`config.mk`:
```
export PLATFORM = sky130hd
export DESIGN_NAME = fetch_unit
export DESIGN_NICKNAME = d
export VERILOG_FILES = /design/src/rtl/fetch_unit.sv
export SDC_FILE = /design/constraint.sdc
export NUM_CORES = 1
export LEC_CHECK = 0
export BUFFER_PORTS_ARGS = -buffer_cell sky130_fd_sc_hd__clkbuf_2
export CAP_MARGIN = 25
export CORE_MARGIN = 1.5
export CORE_UTILIZATION = 50
export DETAILED_ROUTE_END_ITERATION = 16
export PLACE_DENSITY = 0.86
export SLEW_MARGIN = 20
export SYNTH_ARGS = -nofsm -noshare
export SYNTH_HDL_FRONTEND = slang
export SYNTH_SLANG_ARGS = --single-unit
```
`constraint.sdc`:
```
create_clock -name CLK -period 4.56 [get_ports CLK]
set_clock_uncertainty 0.2 [all_clocks]
set_input_delay 0.456 -clock CLK [delete_from_list [all_inputs] [get_ports CLK]]
set_output_delay 0.456 -clock CLK [all_outputs]
set_load 0.005 [all_outputs]
```
`src/rtl/fetch_unit.sv`:
```
// fetch_unit: MIPS IF stage owning the PC, the icache request and the IF/ID latch.
// Ports: CLK/nRST (sync active-low reset); ihit/imemload/iREN/imemaddr talk to the icache;
// pcsrc/pc_en_bj/pc_freeze/branch_target/jump_target/jr_target select the next PC;
// ifid_flush/ifid_freeze/halt control the IF/ID latch and the fetch state;
// pc, ifid_instr, ifid_npc and ifid_valid are the registered stage outputs.
module fetch_unit #(
  parameter logic [31:0] PC_INIT = 32'h0000_0000
) (
  input  logic        CLK,
  input  logic        nRST,
  input  logic        ihit,
  input  logic [31:0] imemload,
  output logic        iREN,
  output logic [31:0] imemaddr,
  input  logic [2:0]  pcsrc,
  input  logic        pc_en_bj,
  input  logic        pc_freeze,
  input  logic [31:0] branch_target,
  input  logic [31:0] jump_target,
  input  logic [31:0] jr_target,
  input  logic        ifid_flush,
  input  logic        ifid_freeze,
  input  logic        halt,
  output logic [31:0] pc,
  output logic [31:0] ifid_instr,
  output logic [31:0] ifid_npc,
  output logic        ifid_valid
);
  typedef enum logic [1:0] {RUN, WAIT, HALTED} state_t;
  state_t      state_q, state_d;
  logic [31:0] pc_q, pc_d, ptgt_q, ptgt_d, instr_q, instr_d, npc_q, npc_d;
  logic        pend_q, pend_d, valid_q, valid_d;
  logic [31:0] pc_plus4, tgt;
  logic        halting, bubble, load;
  assign pc_plus4   = pc_q + 32'd4;
  assign halting    = (state_q == HALTED) || halt;
  assign imemaddr   = pc_q;
  assign iREN       = state_q != HALTED;
  assign pc         = pc_q;
  assign ifid_instr = instr_q;
  assign ifid_npc   = npc_q;
  assign ifid_valid = valid_q;
  always_comb begin
    tgt = pcsrc == 3'd1 ? branch_target :
          pcsrc == 3'd2 ? jump_target   :
          pcsrc == 3'd3 ? jr_target     : pc_plus4;
    state_d = halting ? HALTED : ihit ? RUN : WAIT;
    pc_d = halting              ? pc_q     :
           pc_en_bj             ? tgt      :
           (pend_q && ihit)     ? ptgt_q   :
           pc_freeze            ? pc_q     :
           ihit                 ? pc_plus4 : pc_q;
    // A redirect during a miss leaves the old fetch in flight; remember it so
    // the instruction it returns is dropped and the fetch is reissued.
    pend_d = halting ? pend_q : pc_en_bj ? !ihit : pend_q && !ihit;
    ptgt_d = (!halting && pc_en_bj && !ihit) ? tgt : ptgt_q;
    bubble  = halting || ifid_flush;
    load    = ihit && !pend_q && !pc_freeze;
    instr_d = bubble ? 32'h0 : ifid_freeze ? instr_q : load ? imemload : 32'h0;
    npc_d   = bubble ? 32'h0 : ifid_freeze ? npc_q   : load ? pc_plus4 : 32'h0;
    valid_d = bubble ? 1'b0  : ifid_freeze ? valid_q : load;
  end
  always_ff @(posedge CLK) begin
    if (!nRST) begin
      state_q <= RUN;
      pc_q    <= PC_INIT;
      pend_q  <= 1'b0;
      ptgt_q  <= 32'h0;
      instr_q <= 32'h0;
      npc_q   <= 32'h0;
      valid_q <= 1'b0;
    end else begin
      state_q <= state_d;
      pc_q    <= pc_d;
      pend_q  <= pend_d;
      ptgt_q  <= ptgt_d;
      instr_q <= instr_d;
      npc_q   <= npc_d;
      valid_q <= valid_d;
    end
  end
endmodule

```
==> summary.txt, run 1 <==
Run status
  – Status: finished, final reports clean

Worst setup path
  – Worst EP arrival: 2.99 ns
  – R2R depth: 7
  – Worst reg2reg endpoint: ptgt_q[18]
  – CP cell instances: ha_1 > nand4_1 > nor2_2 > and3_1 > xor2_1 > nor2_1 > o31ai_1
  – Worst setup path start: imemaddr[2]
  – Worst flop-to-flop path startpoint: imemaddr[2]
  – Top delay family on crit path: simple AND/OR/NAND/NOR gates
  – Worst-path fanout max: 11
  – CP endpoint: ptgt_q[18]
  – Worst R2R Setup Slack: 1.69 ns
  – Largest stage delay, worst path: 0.58 ns
  – Slowest-stage cell, CP: dfxtp_1
  – Setup crit end kind: register
  – Setup CP Type: register to register
  – Buffers & Inverters on Critical Path: 0
  – Critical Path Start Type: register
  – Critical Path RT: 4.68 ns
  – Critical path depth in cells: 7

Global routing
  – Grt ovf: 0
  – Largest net degree at the start of global routing: 67
  – Vias in the first global route: 7404
  – Initial antenna violation count: 0
  – Total GRT Usage: 0.3188
  – First-pass GRT wire length: 39750 um

Worst hold path
  – Worst hold path class: input pin to register
  – Min-delay src: imemload[18]

Clocking
  – # clock sinks: 132
  – Post-CTS sizing: 0
  – Clk slew on worst S/H paths: 0.06 ns
  – Setup Buffers After CTS: 0
  – CTS buffer count: 17
  – Htree depth: 4
  – CTS tree: built
  – Clock Path Buffers: 2
  – Clock root cell: clkbuf_16
  – Worst-Skew Late Latency: 0.41 ns
  – Cts hold-fix bufs: 0

Cells and area
  – Nets: 1293
  – Most frequent cells in the layout: 268 x clkbuf_2, 149 x nor2_1, 132 x dfxtp_1
  – Final Instance Count excl. Fillers: 1347
  – Utilization after layout: 0.6257
  – Most common cell after layout, fill and taps aside: clkbuf_2
  – Share of layout cells above drive strength 1: 0.2855
  – # diodes: 0
  – Area Growth Syn to Fin: 22.79%

Routing
  – Residual DRC: 0
  – Avg Vias per Cell: 6.071
  – Routed Antenna Nets: 0
  – Average wire per standard cell: 18.86 um
  – Drt pass-1 iters: 9
  – Via count: 8178
  – DR iter-0 viols: 1061
  – Routed WL: 25410 um

Power
  – Power per cell area: 323.1 nW/um^2
  – LEAKAGE: 3.814 nW
  – Peak supply drop: 0.2575 mV

Logic synthesis
  – Syn nets: 1099
  – Syn_area_per_cell: 7.694 um^2
  – Synth Flop Type: dfxtp_1
  – Async SR Flop Fraction: 0
  – Sequential-to-total area share from yosys stat: 0.3581
  – YS warnings: 0
  – Flops & latches, synth: 132
  – Yosys cell types: 72
  – Number of synthesized flops with an enable pin: 0
  – Gate count after technology mapping: 959
  – Post-Syn Area: 7378 um^2

Timing
  – RSZ-0062 raised after global routing: no
  – Hold slack: 0.08066 ns
  – Tmin final: 2.871 ns
  – Setup WS post-layout: 1.689 ns
  – Max Freq: 348.3 MHz
  – Tcrit/Tclk final: 0.6297
  – Fin Setup TNS: 0 ns
  – Slew HR: 0.3789
  – Final hold vios: 0
  – Final setup viols: 0
  – Slew @ Worst Pin: 0.9294 ns
  – Final slew viol count: 0

Die
  – Starting Density: 0.5096
  – Core area: 14480 um^2
  – Ports: 269
  – Die W: 124.5 um
  – Die area: 15490 um^2
  – Die Height: 124.5 um
  – Site row count: 44

Run
  – Max-Cap Viols: 0

Place
  – Place WS: 1.560 ns
  – IO buf count: 268
  – Placer congestion estimate: 0.9608
  – Detailed-placement wirelength estimate: 18540 um
  – Cell Count Post-Placement: 1318
-- worst min-delay path: stages --
cell	delay, ns
clkbuf_2	0.08
a22oi_1	0.05
nor2_1	0.08
-- per-stage QoR --
stage,instance area [um^2],power [mW]
after global placement,8526,1.670
after CTS,9060,2.920
after global routing,9060,3.029
final,9060,2.927
after detailed placement,8526,1.675
after floorplan,7378,1.510
-- cell usage after synthesis, drive strengths merged, types with 3 or more instances --
cell	n	area share
nor2	151	0.077
dfxtp	132	0.36
nand2	94	0.048
a21oi	80	0.054
o21ai	64	0.043
a22oi	57	0.058
buf	54	0.046
clkbuf	54	0.028
mux2i	27	0.037
nand3	24	0.016
xnor2	18	0.021
a31oi	14	0.012
nor3	14	0.010
o22ai	13	0.011
nand4	10	0.015
a2bb2oi	9	0.011
o31ai	9	0.0092
or3	9	0.0080
a211oi	8	0.0081
and4	8	0.010
inv	7	0.0036
nor4	7	0.0080
o211ai	7	0.0071
xor2	7	0.0083
a211o	6	0.0071
a21o	6	0.0061
nand2b	6	0.0051
o21a	6	0.0061
a221oi	4	0.0047
and2	4	0.0034
and3	4	0.0034
nor2b	4	0.0034
o22a	4	0.0047
o221a	3	0.0046
or2	3	0.0029
-- final cells by class --
class | count | area, um^2
Inverter | 9 | 33.78
Fill cell | 1273 | 5419
Timing Repair Buffer | 283 | 1454
Clock buffer | 24 | 481.7
Tap cell | 184 | 230.2
Multi-Input combinational cell | 710 | 4165
Clock inverter | 5 | 52.55
Sequential cell | 132 | 2643
-- cells by family (layout without fill, tap and decap cells) --
group	after synthesis	count (layout)	synth area share
xor gates and xnor gates	25	25	0.02968
adders and majority gates	1	1	0.001696
and+or+nand+nor	345	345	0.2206
buffers and inverters	117	321	0.07868
AOI/OAI and AO/OA	311	311	0.2730
DFF	132	132	0.3581
muxes	28	28	0.03815
-- how the worst min path moves through the flow --
stage / to / slack [ns] / cells after the start
after CTS: ifid_instr[5] / 0.08 / 3
after detailed placement: ptgt_q[31] / 0.24 / 2
after global routing: ifid_instr[5] / 0.09 / 3
after global placement: ptgt_q[8] / 0.24 / 2
after floorplan: ptgt_q[20] / 0.23 / 2
final: ifid_instr[18] / 0.08 / 3
-- power by group --
part / switching (mW) / internal [mW] / total, mW
Sequential: 0.0527 / 1.18 / 1.24
Clock: 0.480 / 0.781 / 1.26
Combinational: 0.259 / 0.172 / 0.431
Total: 0.792 / 2.13 / 2.93
-- flip-flops by register name, summed over array words and instances, names as in the netlist --
name	cells
pend_q	1
ifid_instr	32
ifid_npc	32
ptgt_q	32
state_q	2
ifid_valid	1
imemaddr	32
-- layer usage --
metal / vias up / part of all wire / GRT usage
met5: - / 0 / 0
met4: 0 / 0.041 / 0.1433
met3: 94 / 0.13 / 0.07560
met2: 652 / 0.42 / 0.4741
met1: 3613 / 0.41 / 0.4379
li1: 3819 / - / -
Power figures use the tool's default switching activity.
==> run 2: changes to the inputs <==
==> constraint.sdc (replaced) <==
create_clock -name CLK -period 2.7 [get_ports CLK]
set_clock_uncertainty 0.2 [all_clocks]
set_input_delay 0.27 -clock CLK [delete_from_list [all_inputs] [get_ports CLK]]
set_output_delay 0.27 -clock CLK [all_outputs]
set_load 0.005 [all_outputs]
==> run 2 against run 1 <==
  * First-iteration DRC count is 10% lower
  * Utilization is 5.2 points higher
  * Maximum frequency is 18% higher
  * Critical path depth stayed put
  * Hold slack worse by 0.017 ns
  * Register-to-register slack worse by 1.4 ns
  * Sequential share of layout area is 2.2 points lower
  * Cell area is 8.2% higher
  * Routed wire length is 9.1% higher
  * Sequential power is 66% higher
  * Largest cell class unchanged
  * Highest routed layer unchanged
==> summary.txt, run 2 (same netlist as run 1, synthesis figures left out) <==
Run status
  – Status: finished, final reports clean

Global routing
  – Vias in the first global route: 7817 (+5.6%)
  – Total GRT Usage: 0.3493 (+0.03056)
  – First-pass GRT wire length: 42920 um (+8.0%)
  – Grt ovf: 0 (unchanged)
  – Initial antenna violation count: 0 (unchanged)
  – Largest net degree at the start of global routing: 66 (-1.5%)

Place
  – Placed cell area: 8813 um^2 (+3.4%)
  – Placer congestion estimate: 1.028 (+7.0%)
  – Detailed-placement wirelength estimate: 20120 um (+8.5%)
  – Place WS: 0.3162 ns (-1.244 ns)
  – IO buf count: 268 (unchanged)

Clocking
  – Clock root cell: clkbuf_16
  – CTS buffer count: 17 (unchanged)
  – # clock sinks: 132 (unchanged)
  – Worst-Skew Late Latency: 0.42 ns (about the same)
  – Post-CTS sizing: 0 (unchanged)
  – Clock Path Buffers: 2 (unchanged)
  – Clk slew on worst S/H paths: 0.06 ns (about the same)
  – CTS tree: built
  – Htree depth: 4 (unchanged)

Die
  – Starting Density: 0.5096 (unchanged)
  – Core area: 14480 um^2 (unchanged)
  – Ports: 269 (unchanged)
  – Die Height: 124.5 um (unchanged)
  – Die W: 124.5 um (unchanged)
  – Site row count: 44 (unchanged)
  – Die area: 15490 um^2 (unchanged)

Worst setup path
  – Critical path depth in cells: 7 (unchanged)
  – Buffers & Inverters on Critical Path: 1 (+1)
  – Critical Path Start Type: register
  – Top delay family on crit path: simple AND/OR/NAND/NOR gates
  – Worst-path fanout max: 9 (-2)
  – Largest stage delay, worst path: 0.53 ns (-0.05 ns)
  – Worst reg2reg endpoint: ptgt_q[23]
  – Setup crit end kind: register
  – Setup CP Type: register to register
  – Worst setup path start: imemaddr[12]
  – Worst flop-to-flop path startpoint: imemaddr[12]
  – Slowest-stage cell, CP: dfxtp_1
  – Worst EP arrival: 2.56 ns (-0.43 ns)
  – Worst R2R Setup Slack: 0.26 ns (-1.43 ns)
  – CP cell instances: and4_4 > and4_1 > buf_4 > nand3_1 > xnor2_1 > nor2_1 > o31ai_1
  – Critical Path RT: 2.82 ns (-1.86 ns)
  – R2R depth: 7 (unchanged)

Power
  – Peak supply drop: 0.5252 mV (+100%)
  – Sequential power share: 0.382 (-0.040)
  – Power per cell area: 549.6 nW/um^2 (+70%)
  – Total power: 5.390 mW (+84%)
  – Internal power: 3.949 mW (+85%)
  – Clk pwr share: 0.460 (+0.029)
  – LEAKAGE: 4.198 nW (+10%)
  – Net Sw Frac: 0.2674 (-0.003238)
  – NetSw: 1.441 mW (+82%)
  – Logic pwr share: 0.159 (+0.012)

Cells and area
  – Share of layout cells above drive strength 1: 0.3015 (+0.01607)
  – # diodes: 0 (unchanged)
  – Cell area after layout: 9807 um^2 (+8.2%)
  – Most frequent cells in the layout: 268 x clkbuf_2, 149 x nor2_1, 132 x dfxtp_1
  – Most common cell after layout, fill and taps aside: clkbuf_2
  – Area Growth Syn to Fin: 32.92%
  – Utilization after layout: 0.6773 (+0.05159)
  – Nets: 1364 (+5.5%)

Timing
  – Slew @ Worst Pin: 0.7235 ns (-0.2059 ns)
  – Fin Setup TNS: 0 ns (unchanged)
  – Tmin final: 2.442 ns (-0.4295 ns)
  – Tcrit/Tclk final: 0.9043 (+0.2747)
  – Final setup viols: 0 (unchanged)
  – Final slew viol count: 0 (unchanged)
  – RSZ-0062 raised after global routing: no
  – Setup WS post-layout: 0.2583 ns (-1.430 ns)
  – Final hold vios: 0 (unchanged)
  – Max Freq: 409.5 MHz (+18%)
  – Slew HR: 0.5159 (+0.1370)

Run
  – Max-Cap Viols: 0 (unchanged)

Routing
  – Average wire per standard cell: 19.52 um (+3.5%)
  – Residual DRC: 0 (unchanged)
  – Routed Antenna Nets: 0 (unchanged)
  – Via count: 8446 (+3.3%)
  – Routed WL: 27730 um (+9.1%)
  – Drt pass-1 iters: 6 (-3)
  – DR iter-0 viols: 951 (-10%)
  – Avg Vias per Cell: 5.944 (-2.1%)

Worst hold path
  – Worst hold path class: input pin to register
  – Min-delay src: branch_target[13]
  – Hold Path Sink: imemaddr[13]
  – Hold path depth: 4 (+1)
==> run 2: per-stage QoR <==
stage | std cells | hold slack (ns)
6_report | 1421 | 0.06355
5_1_grt | 1421 | 0.08755
4_1_cts | 1421 | 0.05880
3_5_place_dp | 1353 | 0.2461
3_3_place_gp | 1353 | 0.2399
2_1_floorplan | 959 | 0.1487
==> run 2: worst max-delay path by stage <==
| stage | endpoint | slack, ns |
|---|---|---|
| 6_report | ptgt_q[23] | 0.26 |
| 5_1_grt | ptgt_q[23] | 0.15 |
| 4_1_cts | ptgt_q[23] | 0.31 |
| 3_5_place_dp | ptgt_q[23] | 0.32 |
| 3_3_place_gp | imemaddr[24] | 0.40 |
| 2_1_floorplan | imemaddr[24] | 0.38 |
==> run 2: final cells by class <==
type                       count  area [um^2]
tap                          184        230.2
fill                        1196         4672
multi-input combinational    710         4165
clock buffer                  20        456.7
inverter                       9        33.78
sequential                   132         2643
timing repair buffer         354         2102
clock inverter                12        176.4
==> run 2: tightest hold or removal path, delay by kind of cell <==
| kind | cells | cell delay (ns) |
|---|---|---|
| simple gates | 2 | 0.18 |
| compound gates | 1 | 0.12 |
| buf+inv | 1 | 0.08 |
==> run 2: repair_timing <==
| action | 4_1_cts | 5_1_grt |
|---|---|---|
| hold buffers | 36 | 0 |
| buffers inserted | 0 | 0 |
| endpoints found under the hold margin | 35 | 0 |
==> run 2: per-layer routing <==
layer | track usage | routed length, um
met1 | 0.4684 | 11610
met2 | 0.5288 | 12010
met3 | 0.08935 | 3132
met4 | 0.1569 | 987
met5 | 0 | 0
==> run 2: power by group through the flow <==
stage / Sequential, mW / Combinational, mW / Clock [mW]
floorplan: 2.09 / 0.460 / 0
global placement: 2.09 / 0.780 / 0
detailed placement: 2.10 / 0.786 / 0
CTS: 2.05 / 0.830 / 2.50
global route: 2.06 / 0.916 / 2.59
finish: 2.06 / 0.855 / 2.48
